===== config.mk =====
export PLATFORM = sky130hd
export DESIGN_NAME = seq_chunk_adder_flat
export DESIGN_NICKNAME = d
export VERILOG_FILES = /design/src/rtl/seq_chunk_adder_pkg.sv /design/src/rtl/seq_chunk_adder_if.sv /design/src/rtl/seq_chunk_adder_chunk_ripple_add.sv /design/src/rtl/seq_chunk_adder.sv /design/src/flat_wrapper.sv
export SDC_FILE = /design/constraint.sdc
export NUM_CORES = 1
export LEC_CHECK = 0
export ABC_AREA = 1
export BUFFER_PORTS_ARGS = -buffer_cell sky130_fd_sc_hd__buf_2
export CORE_ASPECT_RATIO = 1.25
export CORE_MARGIN = 3
export CORE_UTILIZATION = 52
export CTS_BUF_LIST = sky130_fd_sc_hd__clkbuf_4
export CTS_CLUSTER_SIZE = 14
export DETAILED_ROUTE_END_ITERATION = 10
export PLACE_DENSITY = 0.78
export SLEW_MARGIN = 20
export SYNTH_ARGS = -nofsm -noshare
export SYNTH_HDL_FRONTEND = slang
export SYNTH_HIERARCHICAL = 1
export SYNTH_SLANG_ARGS = --single-unit

===== constraint.sdc =====
create_clock -name clk -period 2.98 [get_ports clk]
set_input_delay 0.447 -clock clk [delete_from_list [all_inputs] [get_ports clk]]
set_output_delay 0.447 -clock clk [all_outputs]
set_load 0.05 [all_outputs]

===== src/rtl/seq_chunk_adder_pkg.sv =====
`default_nettype none
// ============================================================================
// Module      : adder_pkg
// Description : Shared state encoding and sizing helper for seq_chunk_adder.
// Revision    : 1.0 - initial release
// ============================================================================
package adder_pkg;

  localparam logic [0:0] ST_IDLE = 1'b0;
  localparam logic [0:0] ST_RUN  = 1'b1;

  // Ceiling log2 with a floor of 1 so a single-chunk counter still has a bit.
  function automatic int clog2_min1(input int n);
    int r;
    r = 0;
    while ((1 << r) < n) r++;
    if (r < 1) r = 1;
    return r;
  endfunction

endpackage
`default_nettype wire


===== src/rtl/seq_chunk_adder_if.sv =====
`default_nettype none
// ============================================================================
// Module      : seq_chunk_adder_if
// Description : Start/done operand and result bundle for seq_chunk_adder.
// Revision    : 1.0 - initial release
// ============================================================================
interface seq_chunk_adder_if #(
  parameter int WIDTH = 16
);
  logic             start;
  logic             sub;
  logic [WIDTH-1:0] a;
  logic [WIDTH-1:0] b;
  logic             cin;
  logic             busy;
  logic             done;
  logic [WIDTH-1:0] sum;
  logic             cout;
  logic             ovf;

  modport master (output start, sub, a, b, cin, input busy, done, sum, cout, ovf);
  modport slave  (input start, sub, a, b, cin, output busy, done, sum, cout, ovf);
endinterface
`default_nettype wire


===== src/rtl/seq_chunk_adder_chunk_ripple_add.sv =====
`default_nettype none
// ============================================================================
// Module      : chunk_ripple_add
// Description : CHUNK-bit ripple of full-adder cells, exposing the carry into the top bit.
// Revision    : 1.0 - initial release
// ============================================================================
module chunk_ripple_add
  import adder_pkg::*;
#(
  parameter int CHUNK = 4
) (
  input  logic [CHUNK-1:0] a,
  input  logic [CHUNK-1:0] b,
  input  logic             cin,
  output logic [CHUNK-1:0] sum,
  output logic             cout,
  output logic             cmsb
);

  logic [CHUNK:0] w_c;

  assign w_c[0] = cin;

  for (genvar i = 0; i < CHUNK; i++) begin : g_fa
    assign sum[i]   = a[i] ^ b[i] ^ w_c[i];
    assign w_c[i+1] = (a[i] & b[i]) | (w_c[i] & (a[i] ^ b[i]));
  end

  assign cout = w_c[CHUNK];
  assign cmsb = w_c[CHUNK-1];

endmodule
`default_nettype wire


===== src/rtl/seq_chunk_adder.sv =====
`default_nettype none
// ============================================================================
// Module      : seq_chunk_adder
// Description : Multi-cycle add/subtract, CHUNK bits per clock, LSB chunk first.
// Revision    : 1.0 - initial release
// ============================================================================
module seq_chunk_adder
  import adder_pkg::*;
#(
  parameter int WIDTH = 16,
  parameter int CHUNK = 4
) (
  input  logic               clk,
  input  logic               rst,
  seq_chunk_adder_if.slave   bus
);

  localparam int NCHUNK = WIDTH / CHUNK;
  localparam int IDXW   = clog2_min1(NCHUNK);

  logic [0:0]       r_state;
  logic [WIDTH-1:0] r_opa;
  logic [WIDTH-1:0] r_opb;
  logic             r_carry;
  logic [IDXW-1:0]  r_idx;
  logic [WIDTH-1:0] r_work;
  logic [WIDTH-1:0] r_sum;
  logic             r_cout;
  logic             r_ovf;
  logic             r_done;

  logic [CHUNK-1:0] w_a_chunk;
  logic [CHUNK-1:0] w_b_chunk;
  logic [CHUNK-1:0] w_sum_chunk;
  logic             w_cout;
  logic             w_cmsb;
  logic [WIDTH-1:0] w_merged;
  logic             w_last;

  assign w_last = (r_idx == IDXW'(NCHUNK - 1));

  always_comb begin
    w_a_chunk = '0;
    w_b_chunk = '0;
    for (int i = 0; i < NCHUNK; i++) begin
      if (r_idx == IDXW'(i)) begin
        w_a_chunk = r_opa[i*CHUNK +: CHUNK];
        w_b_chunk = r_opb[i*CHUNK +: CHUNK];
      end
    end
  end

  chunk_ripple_add #(
    .CHUNK (CHUNK)
  ) u_stage (
    .a    (w_a_chunk),
    .b    (w_b_chunk),
    .cin  (r_carry),
    .sum  (w_sum_chunk),
    .cout (w_cout),
    .cmsb (w_cmsb)
  );

  // Working result with the chunk being processed this cycle already merged in.
  always_comb begin
    w_merged = r_work;
    for (int i = 0; i < NCHUNK; i++) begin
      if (r_idx == IDXW'(i)) w_merged[i*CHUNK +: CHUNK] = w_sum_chunk;
    end
  end

  always_ff @(posedge clk or posedge rst) begin
    if (rst) begin
      r_state <= ST_IDLE;
      r_opa   <= '0;
      r_opb   <= '0;
      r_carry <= 1'b0;
      r_idx   <= '0;
      r_work  <= '0;
      r_sum   <= '0;
      r_cout  <= 1'b0;
      r_ovf   <= 1'b0;
      r_done  <= 1'b0;
    end else begin
      r_done <= 1'b0;
      case (r_state)
        ST_IDLE: begin
          if (bus.start) begin
            r_opa   <= bus.a;
            r_opb   <= bus.sub ? ~bus.b : bus.b;
            r_carry <= bus.sub | bus.cin;
            r_idx   <= '0;
            r_state <= ST_RUN;
          end
        end
        ST_RUN: begin
          r_work  <= w_merged;
          r_carry <= w_cout;
          if (w_last) begin
            r_sum   <= w_merged;
            r_cout  <= w_cout;
            r_ovf   <= w_cmsb ^ w_cout;
            r_done  <= 1'b1;
            r_idx   <= '0;
            r_state <= ST_IDLE;
          end else begin
            r_idx <= r_idx + IDXW'(1);
          end
        end
        default: r_state <= ST_IDLE;
      endcase
    end
  end

  assign bus.busy = (r_state == ST_RUN);
  assign bus.done = r_done;
  assign bus.sum  = r_sum;
  assign bus.cout = r_cout;
  assign bus.ovf  = r_ovf;

endmodule
`default_nettype wire


===== src/flat_wrapper.sv =====
// flat-port wrapper written by rule: the top's interface ports become plain ports
module seq_chunk_adder_flat import adder_pkg::*;
#(
  parameter int WIDTH = 16,
  parameter int CHUNK = 4
)
  (clk, rst, bus_start, bus_sub, bus_a, bus_b, bus_cin, bus_busy, bus_done, bus_sum, bus_cout, bus_ovf);
  seq_chunk_adder_if #(.WIDTH(WIDTH)) bus_i ();
  input  logic clk;
  input  logic rst;
  input wire logic [$bits(bus_i.start)-1:0] bus_start;
  input wire logic [$bits(bus_i.sub)-1:0] bus_sub;
  input wire logic [$bits(bus_i.a)-1:0] bus_a;
  input wire logic [$bits(bus_i.b)-1:0] bus_b;
  input wire logic [$bits(bus_i.cin)-1:0] bus_cin;
  output wire logic [$bits(bus_i.busy)-1:0] bus_busy;
  output wire logic [$bits(bus_i.done)-1:0] bus_done;
  output wire logic [$bits(bus_i.sum)-1:0] bus_sum;
  output wire logic [$bits(bus_i.cout)-1:0] bus_cout;
  output wire logic [$bits(bus_i.ovf)-1:0] bus_ovf;
  assign bus_i.start = bus_start;
  assign bus_i.sub = bus_sub;
  assign bus_i.a = bus_a;
  assign bus_i.b = bus_b;
  assign bus_i.cin = bus_cin;
  assign bus_busy = bus_i.busy;
  assign bus_done = bus_i.done;
  assign bus_sum = bus_i.sum;
  assign bus_cout = bus_i.cout;
  assign bus_ovf = bus_i.ovf;
  seq_chunk_adder #(.WIDTH(WIDTH), .CHUNK(CHUNK)) u_core (.clk(clk), .rst(rst), .bus(bus_i));
endmodule

==> impl_results.md <==
- Clk_lat worst skew: 0.42 ns
- Global-route wire length before repair: 11,100 µm
- CP max stage cell: fa_2
- Status: finished clean
- Final Hold Viols: 0
- Leakage power: 0.00216 µW
- XOR/XNOR share of the synthesized area: 4.47%
- Crit path buf inv count: 3
- Initial DRC Count: 159
- CP top delay family: adder cells
- Inst Count DP: 539
- Wire per inst: 12.3 µm
- IO buf count: 56
- Compound-gate portion of the synthesized area: 7.18%
- ANT cells: 0
- Critical path launch point type: register
- Gr usage total: 19.4%
- Starting Density: 55.4%
- Worst clock skew: 0.0214 ns
- Die height: 95.5 µm
- Layout cell share with drive strength beyond 1: 25.8%
- Worst slew pin tran: 0.740 ns
- Vias in the first global route: 2,492
- Yosys warns: 6
- Setup TNS: 0 ns
- RSZ-0062 raised after global routing: yes
- # IOs: 57
- CTS Root Cell: clkbuf_4
- Max Root-Sink Buffers: 2
- Minimum clock period: 2.97 ns
- Critical path data arrival time: 3.27 ns
- Syn_nets: 455
- Die ar.: 0.00740 mm²
- Adder-Cell Fraction of Synth Area: 3.91%
- Mapped Area: 0.00333 mm²
- Worst EP required: 3.28 ns
- Routed via count: 2,681
- CTS sink cnt: 67
- Peak VDD IR: 0.000610 V
- Top cell type's share of synthesized area: 50.4%
- Top post-synthesis cells by area: dfrtp_1 50%, nand2_1 23%, xor2_1 4.5%
- Post-DRT Antenna Nets: 0
- Placed inst area: 0.00365 mm²
- Max-slew headroom: 50.6%
- Syn_area_per_cell: 8.12 µm²
- Number of synthesized flops with an enable pin: 0
- Synth Instances: 410
- First-pass iteration count of the detailed router: 4
- Max incr delay on CP: 0.50 ns
- Critical-path cell list: buf_6 -> ha_4 -> a21oi_2 -> nand2_1 -> nand2_2 -> fa_2 -> inv_2 -> fa_2 -> fa_2 -> inv_2 -> fa_2 -> nand2_2 -> o21ai_2 -> nand2_1 -> o21ai_1
- Core area: 0.00601 mm²
- Antenna violations before repair: 0
- Max cap viols: 0
- Pwr dens: 1280 mW/mm²
- Design Power: 5040 µW
- Worst Path Max Fanout: 6
- Count leader, synth: nand2_1
- Die Wd: 77.6 µm
- Critical path endpoint category: register
- Main combinational cell family by area after synthesis: simple AND/OR/NAND/NOR gates
- Synthesized flop and latch total: 67
- Max-slew violations: 0
- GP Congestion: 0.984
- Grt ovf: 0
- FP Rows: 31
- Syn-to-layout area delta: 18.2%
- Design area: 0.00394 mm²
- Via density: 4.80
- WL final: 6890 µm
- Period Utilization, post-route: 99.6%
- Commonest cells in the netlist: 201 x nand2_1, 67 x dfrtp_1, 33 x inv_1, 27 x o21ai_0, 17 x xor2_1
- Post-synth ARST share: 100%
- CTS clk-pin slew, worst paths: 0.12 ns
- Mux cell area share after synthesis: 0%
- Hold Slack: 0.137 ns
- WS Path Type: register to register
- CTS buffer count: 9
- CTS tree: built
- Simple-gate portion of the synthesized area: 24.8%
- Pin count of the biggest net entering global routing: 38
- DP HPWL: 4810 µm
- Fin cells: 559
- Synth area leader: dfrtp_1
- Drt drc: 0
- Crit-path most repeated cell: fa_2
- Seq/Total Area, Yosys: 50.4%
- NumNets Final: 517
- Peak Freq: 337 MHz
- Final setup viols: 0
- CTS H-tree depth: 3
- Min-Delay Path Class: input port to async pin
- Main synth FF type: dfrtp_1
- Synth cell types: 19
placed cells by master, fill, tap and decap left out, types with 4 or more instances in the layout:
cell type | Yosys | routed
nand3_1 | 9 | 8
buf_6 | 5 | 4
a21oi_1 | 16 | 11
o21ai_1 | 3 | 5
nand2_1 | 201 | 196
nand2_2 | 1 | 6
inv_1 | 33 | 27
inv_2 | 2 | 6
buf_4 | 9 | 12
buf_2 | 7 | 56
a21oi_2 | 0 | 5
clkbuf_4 | 0 | 12
xor2_1 | 17 | 17
dfrtp_1 | 67 | 65
fa_2 | 0 | 4
o21ai_0 | 27 | 22
final timing paths:
kind | start | depth (start not counted) | to | slack (ns)
max in group asynchronous | rst | 3 | u_core/r_opb[6] | 2.20
worst min-delay path | rst | 2 | u_core/bus.sum[3] | 0.14
worst max-delay path | u_core/r_idx[1] | 15 | u_core/r_work[11] | 0.01
worst min register to register | u_core/bus.sum[8] | 2 | u_core/bus.sum[8] | 0.48
worst max register to register | u_core/r_idx[1] | 15 | u_core/r_work[11] | 0.01
min in group clk | bus_a[4] | 3 | u_core/r_opa[4] | 0.22
flip-flops by register name, summed over array words and instances (netlist names):
signal and count:
u_core/r_carry 1, u_core/bus.ovf 1, u_core/bus.busy 1, u_core/r_opa 16, u_core/bus.cout 1, u_core/bus.done 1, u_core/r_idx 2, u_core/r_work 12
u_core/r_opb 16, u_core/bus.sum 16
final cells by class:
cell class | instances | area [µm²]
clock buffers | 12 | 90.1
clock inverters | 4 | 51.3
fillers | 531 | 2080
inverters | 35 | 136
multi-input cells | 286 | 1440
flip-flops and latches | 67 | 1680
well taps | 82 | 103
repair buffers | 73 | 435
power breakdown:
part / switching, µW / total [µW] / internal, µW
clock network: 321 / 605 / 285
registers: 215 / 1530 / 1320
logic: 1870 / 2900 / 1030
total: 2400 / 5040 / 2640
metal layers:
| metal | global-route usage, % | routed length (µm) | up-vias |
|---|---|---|---|
| met4 | 9.20 | 189 | 0 |
| li1 | - | - | 1366 |
| met3 | 4.63 | 274 | 20 |
| met2 | 33.3 | 3420 | 66 |
| met5 | 0 | 0 | - |
| met1 | 23.1 | 3000 | 1229 |
kinds of logic (layout without fill, tap and decap cells):
kind of cell,after synthesis,count (layout)
and+or+nand+nor,214,214
xor gates and xnor gates,17,17
AOI/OAI and AO/OA,47,47
buffers and inverters,57,124
adders and majority gates,8,8
DFF,67,67
per-stage QoR:
stage	utilization, %	worst slack (ns)
floorplan	-	0.0290
global placement	60.7	0.0448
detailed placement	60.7	-0.0836
CTS	64.0	0.00202
global route	65.5	-0.119
finish	65.5	0.0126
timing repair:
action	CTS	global route
hold buffers	0	0
resized for setup	13	26
pin swaps	1	12
endpoints found under the setup margin	6	9
buffers inserted	1	3
Note: power is estimated with default switching activity, not from simulation.
